[src/rtl/regfile_wb_pkg.sv]
// regfile_wb_pkg: shared types for the regfile writeback front end.
// The entry struct depends on module parameters, so it is provided as a macro.
// Each module expands it locally with its own width_p / addr_width values.
`ifndef REGFILE_WB_PKG_SV
`define REGFILE_WB_PKG_SV

`define REGFILE_WB_ENTRY_S(width_mp, addr_width_mp) \
  struct packed { logic [addr_width_mp-1:0] addr; logic [width_mp-1:0] data; }

package regfile_wb_pkg;

  // Which source owns the regfile write port this cycle
  typedef enum logic [1:0] {
    e_wb_none   = 2'd0,
    e_wb_pipe   = 2'd1,
    e_wb_remote = 2'd2
  } wb_src_e;

  // clog2 that never returns 0, so single-element widths stay legal
  function automatic int safe_clog2(input int x);
    return (x <= 1) ? 1 : $clog2(x);
  endfunction

endpackage

`endif

[src/rtl/regfile_wb_fifo.sv]
// regfile_wb_fifo: small 1R1W FIFO for remote-load responses.
// Pointers carry a wrap bit so that full and empty are distinguishable at any depth.
// The head is visible combinationally for peek-before-dequeue.
module regfile_wb_fifo
  import regfile_wb_pkg::*;
#(
  parameter int width_p      = 32,
  parameter int addr_width_p = 5,
  parameter int els_p        = 2
) (
  input  logic                    clk_i,
  input  logic                    reset_i,
  input  logic                    v_i,
  input  logic [addr_width_p-1:0] addr_i,
  input  logic [width_p-1:0]      data_i,
  input  logic                    yumi_i,
  output logic                    full_o,
  output logic                    empty_o,
  output logic [addr_width_p-1:0] head_addr_o,
  output logic [width_p-1:0]      head_data_o
);

  typedef `REGFILE_WB_ENTRY_S(width_p, addr_width_p) entry_s;

  localparam int ptr_w_lp = safe_clog2(els_p);
  localparam logic [ptr_w_lp-1:0] last_idx_lp = ptr_w_lp'(els_p - 1);

  entry_s              mem [els_p];
  logic [ptr_w_lp-1:0] wr_idx, rd_idx;
  logic                wr_wrap, rd_wrap;
  logic                enq, deq;

  assign full_o  = (wr_idx == rd_idx) & (wr_wrap != rd_wrap);
  assign empty_o = (wr_idx == rd_idx) & (wr_wrap == rd_wrap);
  assign enq     = v_i & ~full_o;
  assign deq     = yumi_i & ~empty_o;

  assign head_addr_o = mem[rd_idx].addr;
  assign head_data_o = mem[rd_idx].data;

  // Storage: no reset needed, validity is tracked by the pointers
  always_ff @(posedge clk_i) begin
    if (enq) mem[wr_idx] <= '{addr: addr_i, data: data_i};
  end

  // Pointer advance, wrapping modulo els_p and toggling the wrap bit
  always_ff @(posedge clk_i or posedge reset_i) begin
    if (reset_i) begin
      wr_idx  <= '0;
      wr_wrap <= 1'b0;
      rd_idx  <= '0;
      rd_wrap <= 1'b0;
    end else begin
      if (enq) begin
        if (wr_idx == last_idx_lp) begin
          wr_idx  <= '0;
          wr_wrap <= ~wr_wrap;
        end else begin
          wr_idx  <= wr_idx + 1'b1;
        end
      end
      if (deq) begin
        if (rd_idx == last_idx_lp) begin
          rd_idx  <= '0;
          rd_wrap <= ~rd_wrap;
        end else begin
          rd_idx  <= rd_idx + 1'b1;
        end
      end
    end
  end

endmodule

[src/rtl/regfile_wb_arbiter.sv]
// regfile_wb_arbiter: merges pipeline writeback and buffered remote-load
// responses onto a single regfile write port. The pipeline has fixed priority.
// A committed remote write also pulses a scoreboard clear.
// Optional macro REGFILE_WB_STARVE_GUARD_EN builds the starvation counter.
// That counter drives stall_o. Without the macro, stall_o is tied low.
module regfile_wb_arbiter
  import regfile_wb_pkg::*;
#(
  parameter int width_p           = 32,
  parameter int els_p             = 32,
  parameter int fifo_els_p        = 2,
  parameter int starve_limit_p    = 8,
  parameter bit x0_tied_to_zero_p = 1'b1,
  localparam int addr_width_lp    = safe_clog2(els_p)
) (
  input  logic                     clk_i,
  input  logic                     reset_i,
  input  logic                     pipe_v_i,
  input  logic [addr_width_lp-1:0] pipe_addr_i,
  input  logic [width_p-1:0]       pipe_data_i,
  input  logic                     remote_v_i,
  input  logic [addr_width_lp-1:0] remote_addr_i,
  input  logic [width_p-1:0]       remote_data_i,
  output logic                     remote_ready_o,
  output logic                     stall_o,
  output logic                     w_v_o,
  output logic [addr_width_lp-1:0] w_addr_o,
  output logic [width_p-1:0]       w_data_o,
  output logic                     clear_v_o,
  output logic [addr_width_lp-1:0] clear_addr_o
);

  if (fifo_els_p < 2 || starve_limit_p < 1) begin : g_bad_cfg
    $error("regfile_wb_arbiter: fifo_els_p must be >= 2 and starve_limit_p >= 1");
  end

  logic                     fifo_full, fifo_empty, fifo_yumi;
  logic [addr_width_lp-1:0] head_addr;
  logic [width_p-1:0]       head_data;
  logic                     pipe_eff, head_drop;
  wb_src_e                  grant;

  regfile_wb_fifo #(
    .width_p     (width_p),
    .addr_width_p(addr_width_lp),
    .els_p       (fifo_els_p)
  ) fifo (
    .clk_i      (clk_i),
    .reset_i    (reset_i),
    .v_i        (remote_v_i),
    .addr_i     (remote_addr_i),
    .data_i     (remote_data_i),
    .yumi_i     (fifo_yumi),
    .full_o     (fifo_full),
    .empty_o    (fifo_empty),
    .head_addr_o(head_addr),
    .head_data_o(head_data)
  );

  // A dropped x0 pipe write frees the port, so the FIFO head may go instead.
  // An x0 head is still popped, just never written.
  assign pipe_eff       = pipe_v_i & ~(x0_tied_to_zero_p && (pipe_addr_i == '0));
  assign head_drop      = x0_tied_to_zero_p && (head_addr == '0);
  assign fifo_yumi      = ~fifo_empty & ~pipe_eff;
  assign remote_ready_o = ~fifo_full;

  // Fixed-priority grant: pipe first, then a non-discarded FIFO head
  always_comb begin
    grant = e_wb_none;
    if (pipe_eff)                    grant = e_wb_pipe;
    else if (fifo_yumi & ~head_drop) grant = e_wb_remote;
  end

  // Registered write port and scoreboard clear; addr/data hold when idle
  always_ff @(posedge clk_i or posedge reset_i) begin
    if (reset_i) begin
      w_v_o        <= 1'b0;
      w_addr_o     <= '0;
      w_data_o     <= '0;
      clear_v_o    <= 1'b0;
      clear_addr_o <= '0;
    end else begin
      w_v_o     <= (grant != e_wb_none);
      clear_v_o <= (grant == e_wb_remote);
      if (grant == e_wb_pipe) begin
        w_addr_o <= pipe_addr_i;
        w_data_o <= pipe_data_i;
      end else if (grant == e_wb_remote) begin
        w_addr_o     <= head_addr;
        w_data_o     <= head_data;
        clear_addr_o <= head_addr;
      end
    end
  end

`ifdef REGFILE_WB_STARVE_GUARD_EN
  localparam int cnt_w_lp = safe_clog2(starve_limit_p);
  localparam logic [cnt_w_lp-1:0] cnt_max_lp = cnt_w_lp'(starve_limit_p - 1);

  logic [cnt_w_lp-1:0] starve_cnt;
  logic                stall_r;

  // Count cycles the head is passed over; hold at the limit while stall is up
  always_ff @(posedge clk_i or posedge reset_i) begin
    if (reset_i) begin
      starve_cnt <= '0;
      stall_r    <= 1'b0;
    end else if (fifo_empty | fifo_yumi) begin
      starve_cnt <= '0;
      stall_r    <= 1'b0;
    end else if (starve_cnt == cnt_max_lp) begin
      stall_r    <= 1'b1;
    end else begin
      starve_cnt <= starve_cnt + 1'b1;
    end
  end

  assign stall_o = stall_r;

  a_no_pipe_during_stall: assert property (@(posedge clk_i) disable iff (reset_i)
    !(stall_o && pipe_v_i))
    else $error("regfile_wb_arbiter: pipe writeback issued while stall_o is high");
`else
  assign stall_o = 1'b0;
`endif

endmodule

[config.mk]
export PLATFORM = sky130hd
export DESIGN_NAME = regfile_wb_arbiter
export DESIGN_NICKNAME = d
export VERILOG_FILES = /design/src/rtl/regfile_wb_pkg.sv /design/src/rtl/regfile_wb_fifo.sv /design/src/rtl/regfile_wb_arbiter.sv
export SDC_FILE = /design/constraint.sdc
export NUM_CORES = 1
export LEC_CHECK = 0
export CORE_MARGIN = 2
export CORE_UTILIZATION = 39
export DETAILED_ROUTE_END_ITERATION = 7
export GPL_ROUTABILITY_DRIVEN = 0
export GPL_TIMING_DRIVEN = 0
export PLACE_DENSITY = 0.66
export SYNTH_ARGS = -nofsm -noshare
export SYNTH_HDL_FRONTEND = slang
export SYNTH_SLANG_ARGS = --single-unit
[constraint.sdc]
create_clock -name clk_i -period 3.86 [get_ports clk_i]
set_input_delay 0.772 -clock clk_i [delete_from_list [all_inputs] [get_ports clk_i]]
set_output_delay 0.772 -clock clk_i [all_outputs]
set_load 0.01 [all_outputs]
==> After elaboration in Yosys (flattened, before gate mapping) <==
Memory sizes are Yosys's and may differ from the RTL's.
Cells that the tools add are included.
{ "classes": {"n_eq_ne": 5, "mux": 10, "n_bitwise": 15, "addsub": 2, "n_reduce_logical": 7, "n_mul": 0, "n_lt_le_gt_ge": 0, "shift": 0, "div_mod_pow": 0} }
{ "op_table": {"columns": ["cell", "n"], "rows": [
  ["$mux 32", 2],
  ["$logic_not 5->1", 2],
  ["$mux 5", 2],
  ["$not 1->1", 8],
  ["$and 1x1->1", 7],
  ["$reduce_and 2->1", 3],
  ["$mux 1", 4],
  ["$mux 2", 2],
  ["$reduce_bool 2->1", 2],
  ["$add 1x1->1 const B", 2],
  ["$eq 1x1->1", 2],
  ["$eq 2x1->1 const B", 1],
  ["$eq 2x2->1 const B", 1],
  ["$ne 1x1->1", 1]
]} }
{ "word_totals": {"n_memories": 1, "ramBits": 74, "output_inout_bits": 46, "ff_bits": 48, "inputBits": 78, "latchBits": 0, "rom_bits": 0} }
{ "mem_list": {"columns": ["memory", "words", "word_bits", "rd", "rd_ports_with_merged_regs", "write_ports", "line", "source"], "rows": [
  ["fifo.mem", 2, 37, 1, 0, 1, "regfile_wb_fifo.sv:28", "entry_s mem [els_p];"]
]} }

==> Depth between registers and ports, before layout <==
{ "depth": {"depth_word": 11, "ltp_mapped": 7} }

==> By module <==
A second synthesis with hierarchy kept.
{ "unflattened": {"hier_cells": 407, "area_unflattened_um2": 5188.7} }
{ "modules_own_cells": {"columns": ["module", "area_per_inst_um2", "n_inst", "cells_each"], "rows": [
  ["regfile_wb_fifo", 2915.3, 1, 142],
  ["regfile_wb_arbiter", 2273.4, 1, 265]
]} }

==> Worst setup path before layout <==
Ideal clock, no wire load.
{ "synth_timing": {"path_kind": "flip-flop to flip-flop", "start": "reg fifo.rd_idx", "end": "mem fifo.mem[0][0] (netlist bit) (enable)", "stages_incl_launch_ff": 6, "path_slack_ps": 976, "setup_time_ps": 431, "t_arrival_ps": 2453, "period_less_slack_ps": 2884, "path_cell_list": "dfrtp_1 > clkbuf_1 > xnor2_1 > nand2_1 > nand2_1 > nor2_1"} }
{ "synth_via": {"elab_chain_len": 6} }
{ "synth_rtl": {"columns": ["item", "line", "source"], "rows": [
  ["from (decl)", "regfile_wb_fifo.sv:29", "logic [ptr_w_lp-1:0] wr_idx, rd_idx;"],
  ["from (signal assigned)", "regfile_wb_fifo.sv:67", "rd_idx <= rd_idx + 1'b1;"],
  ["$eq 1x1->1", "regfile_wb_fifo.sv:33", "assign full_o = (wr_idx == rd_idx) & (wr_wrap != rd_wrap);"],
  ["$and 1x1->1", "regfile_wb_fifo.sv:33", null],
  ["$not 1->1", null, null],
  ["net remote_ready_o", "regfile_wb_arbiter.sv:24", "output logic remote_ready_o,"],
  ["$and 1x1->1", "regfile_wb_fifo.sv:35", "assign enq = v_i & ~full_o;"],
  ["$mux 1", "regfile_wb_fifo.sv:43", "if (enq) mem[wr_idx] <= '{addr: addr_i, data: data_i};"],
  ["$mux 1 (not written as such)", "regfile_wb_fifo.sv:43", null],
  ["to (decl)", "regfile_wb_fifo.sv:28", null]
]} }
The timed path passes the listed nets, and every way through them passes these cells.

==> Worst setup path after layout <==
{ "layout_timing": {"start": "in pipe_addr_i[2]", "end": "reg w_data_o[15]"} }
{ "layout_via": {"elab_chain_len": 10, "elab_cells_between_ends": 12, "classes_between": "eq/ne: 2; mux: 3; bitwise: 5; reduce/logical: 2"} }
{ "layout_rtl": {"columns": ["item", "line", "source"], "rows": [
  ["from (decl)", "regfile_wb_arbiter.sv:19", "input logic [addr_width_lp-1:0] pipe_addr_i,"],
  ["$logic_not 5->1 *", "regfile_wb_arbiter.sv:62", "assign pipe_eff = pipe_v_i & ~(x0_tied_to_zero_p && (pipe_addr_i == '0));"],
  ["$not 1->1 *", "regfile_wb_arbiter.sv:62", null],
  ["$and 1x1->1 *", "regfile_wb_arbiter.sv:62", null],
  ["$not 1->1", "regfile_wb_arbiter.sv:64", "assign fifo_yumi = ~fifo_empty & ~pipe_eff;"],
  ["$and 1x1->1", "regfile_wb_arbiter.sv:64", null],
  ["$and 1x1->1", "regfile_wb_arbiter.sv:71", "else if (fifo_yumi & ~head_drop) grant = e_wb_remote;"],
  ["$mux 2", "regfile_wb_arbiter.sv:71", null],
  ["$mux 2 *", "regfile_wb_arbiter.sv:70", "if (pipe_eff) grant = e_wb_pipe;"],
  ["$eq 2x1->1 / $eq 2x2->1 (equally long branches)", "regfile_wb_arbiter.sv:85, regfile_wb_arbiter.sv:88", null],
  ["$mux 32 / $reduce_bool 2->1 (equally long branches)", null, null],
  ["to (signal assigned)", "regfile_wb_arbiter.sv:87", "w_data_o <= pipe_data_i;"],
  ["to (signal assigned)", "regfile_wb_arbiter.sv:90", "w_data_o <= head_data;"],
  ["to (decl)", "regfile_wb_arbiter.sv:28", "output logic [width_p-1:0] w_data_o,"]
]} }
Mark *: on every way between the ends. The rest lies on a longest branch, timed or not.
A chain may end at the register's enable or synchronous reset.

==> flow_metrics.py <==
metrics = {
    "place": {
        "post-place-ws_ns": 0.676,
        "post-dp-hpwl_um": 7130,
        "io_buffer_count": 122,
        "post_dp_cell_area_mm2": 0.00648,
    },
    "grt": {
        "grt_pass1_wl_um": 15900,
        "grt_use_total_pct": 16.2,
        "grt_max_degree": 26,
        "antenna_found_initial": 0,
        "gr-total-overflow": 0,
        "grt_pass1_vias": 3084,
    },
    "timing": {
        "clock_skew_ns": 0.00564,
        "fin_tns_setup_ns": 0,
        "setup_violations": 0,
        "finalCritPeriodShare_pct": 70.7,
        "worst_slew_pin_slew_ns": 0.660,
        "timing.final.ws_setup_ns": 1.13,
        "finalHoldViolCount": 0,
        "grt_setup_unrepaired": "no",
        "fmax_mhz": 366,
        "slew_headroom_pct": 56.0,
        "fin_crit_ns": 2.73,
        "drv_slew": 0,
    },
    "critical_path": {
        "cp.arrival_ns": 3.02,
        "crit_fanout": 10,
        "critPathMaxStageDelay_ns": 0.59,
        "crit_slowest_cell": "or4_1",
        "path_class": "in2reg",
        "cp_cell_sequence": "clkdlybuf4s50_1 > or4_1 > o21ai_2 > buf_2 > mux2_2 > mux2_1",
        "required_ns": 4.15,
        "endpoint_kind": "flop",
        "startpoint_type": "input pin",
    },
    "final_layout": {
        "fin_nets": 500,
        "diodes": 0,
        "drive_gt1_share_pct": 32.6,
        "fillers": 1067,
        "fin_area_mm2": 0.00713,
        "layout_commonest_cell": "clkdlybuf4s50_1",
        "final_cell_mix": "clkdlybuf4s50_1, mux2_2, edfxtp_1, dfrtp_1, mux2_1",
        "syn_to_final_growth_pct": 43.3,
    },
    "logic_synthesis": {
        "ys_ff_latch": 122,
        "ys_seq_area_share_pct": 68.8,
        "syn_area_per_cell_um2": 17.9,
        "netlist_area_mm2": 0.00498,
        "synth-async-reset-ratio_pct": 39.3,
        "yosys_most_used_dff": "edfxtp_1",
        "synth.distinct_cells": 28,
        "ys_warn_count": 0,
        "syn_nets": 356,
        "syn_inst": 278,
        "synth-edff-count": 74,
    },
    "route": {
        "drt-initial-drc-count": 58,
        "ant_nets": 0,
        "via_per_inst": 4.68,
        "drt_first_pass_iters": 4,
        "wl_um": 10400,
        "num_vias": 2842,
        "drcViolationCount": 0,
        "wl_per_cell_um": 17.1,
    },
    "pwr": {
        "combPwrFrac_pct": 34.4,
        "power.internal_mw": 4.26,
        "p_seq_share_pct": 36.2,
        "p_leak_nw": 2.65,
        "peakVddDrop_mv": 0.336,
        "power.density_mw_per_mm2": 823,
        "power_mw": 5.87,
        "switching_power_mw": 1.61,
        "power_frac_clock_pct": 29.4,
        "switching_share_pct": 27.4,
    },
    "die": {
        "placementRows": 41,
        "die_h_um": 117,
        "die_w_um": 117,
        "coreArea_mm2": 0.0125,
        "ios": 124,
        "dieArea_mm2": 0.0137,
        "start_util_pct": 39.8,
    },
    "cts": {
        "cts_root_buf": "clkbuf_16",
        "cts_tree": "yes",
        "cts_max_path_buffers": 2,
        "cts_buffers": 17,
        "clock_latency_ns": 0.41,
        "cts_setup_buffers": 0,
        "h-tree-depth": 4,
        "clock-sinks": 122,
        "postCtsHoldBufs": 0,
        "path_clk_slew_ns": 0.05,
        "post_cts_resized": 0,
    },
    "flow_run": {
        "drv_cap": 0,
    },
    "min_path": {
        "hp-class": "reg2reg",
    },
    "run_status": {
        "status": "finished clean",
    },
}
-- power groups by stage --
stage | sequential [mW] | clock, mW | combinational [mW]
floorplan | 2.24 | 0 | 1.03
global placement | 2.15 | 0 | 1.99
detailed placement | 2.15 | 0 | 2.06
CTS | 2.13 | 1.76 | 2.07
global route | 2.18 | 1.82 | 2.19
finish | 2.12 | 1.73 | 2.02
-- cell type report --
class                      instances  area [um2]  share of cell area (%)
sequential                       122        3420                    48.0
multi-input combinational        139        1460                    20.5
timing repair buffer             125        1280                    18.0
clock buffer                      20         457                    6.40
tap                              172         215                    3.02
clock inverter                    12         195                    2.74
buffer                            14        86.3                    1.21
inverter                           3        11.3                   0.158
-- kinds of logic (layout without fill, tap and decap cells) --
| group | after synthesis | in the layout | share of synthesized area (%) |
|---|---|---|---|
| compound gates | 4 | 4 | 0.679 |
| buf+inv | 17 | 174 | 1.96 |
| simple gates | 13 | 13 | 1.46 |
| xor+xnor | 6 | 6 | 1.06 |
| other cells | 1 | 1 | 0.0754 |
| mux | 115 | 115 | 26.0 |
| flops | 122 | 122 | 68.8 |
-- cell usage after synthesis, drive strengths merged (2+ instances only) --
cell    count  area [um2]
mux2      113        1270
edfxtp     74        2220
dfrtp      48        1200
buf        11        75.1
xnor2       4        35.0
clkbuf      3        11.3
inv         3        11.3
nand2       3        11.3
mux2i       2        20.0
nand3       2        10.0
xor2        2        17.5
-- per-layer routing --
metal | track usage (%) | vias to the layer above | wire length (um)
met4 | 7.06 | 0 | 152
met5 | 0 | - | 0
li1 | - | 1341 | -
met2 | 27.0 | 88 | 5190
met1 | 18.8 | 1398 | 4400
met3 | 6.08 | 15 | 655
-- sequential cells by signal, summed over array words and instances (netlist names) --
register / cells
fifo.mem: 74
w_addr_o: 5
clear_addr_o: 5
fifo.rd_wrap: 1
w_data_o: 32
fifo.wr_idx: 1
fifo.wr_wrap: 1
w_v_o: 1
fifo.rd_idx: 1
clear_v_o: 1
-- metrics by stage --
stage	util (%)	hold slack (ns)	std cells
final	57.0	0.481	607
after global routing	57.0	0.502	607
after CTS	57.0	0.488	607
after detailed placement	51.8	0.475	575
after global placement	51.2	0.467	572
after floorplan	-	0.461	278
-- worst max-delay path: cells and delay by family --
kind,cells,cell delay (ns)
compound gates,1,0.21
simple gates,1,0.59
buf+inv,2,0.77
mux,2,0.67
-- final timing paths --
kind                                     start      endpoint  slack (ns)  cells past startpoint
worst max-delay path            pipe_addr_i[2]  w_data_o[15]        1.13                      6
worst min-delay path              w_data_o[13]  w_data_o[13]        0.48                      1
worst max register to register     fifo.rd_idx  w_data_o[10]        1.26                      6
worst min register to register    w_data_o[13]  w_data_o[13]        0.48                      1
max in group asynchronous              reset_i         w_v_o        2.55                      3
min in group asynchronous              reset_i  w_data_o[22]        0.75                      2
Note: power is estimated with default switching activity, not from simulation.
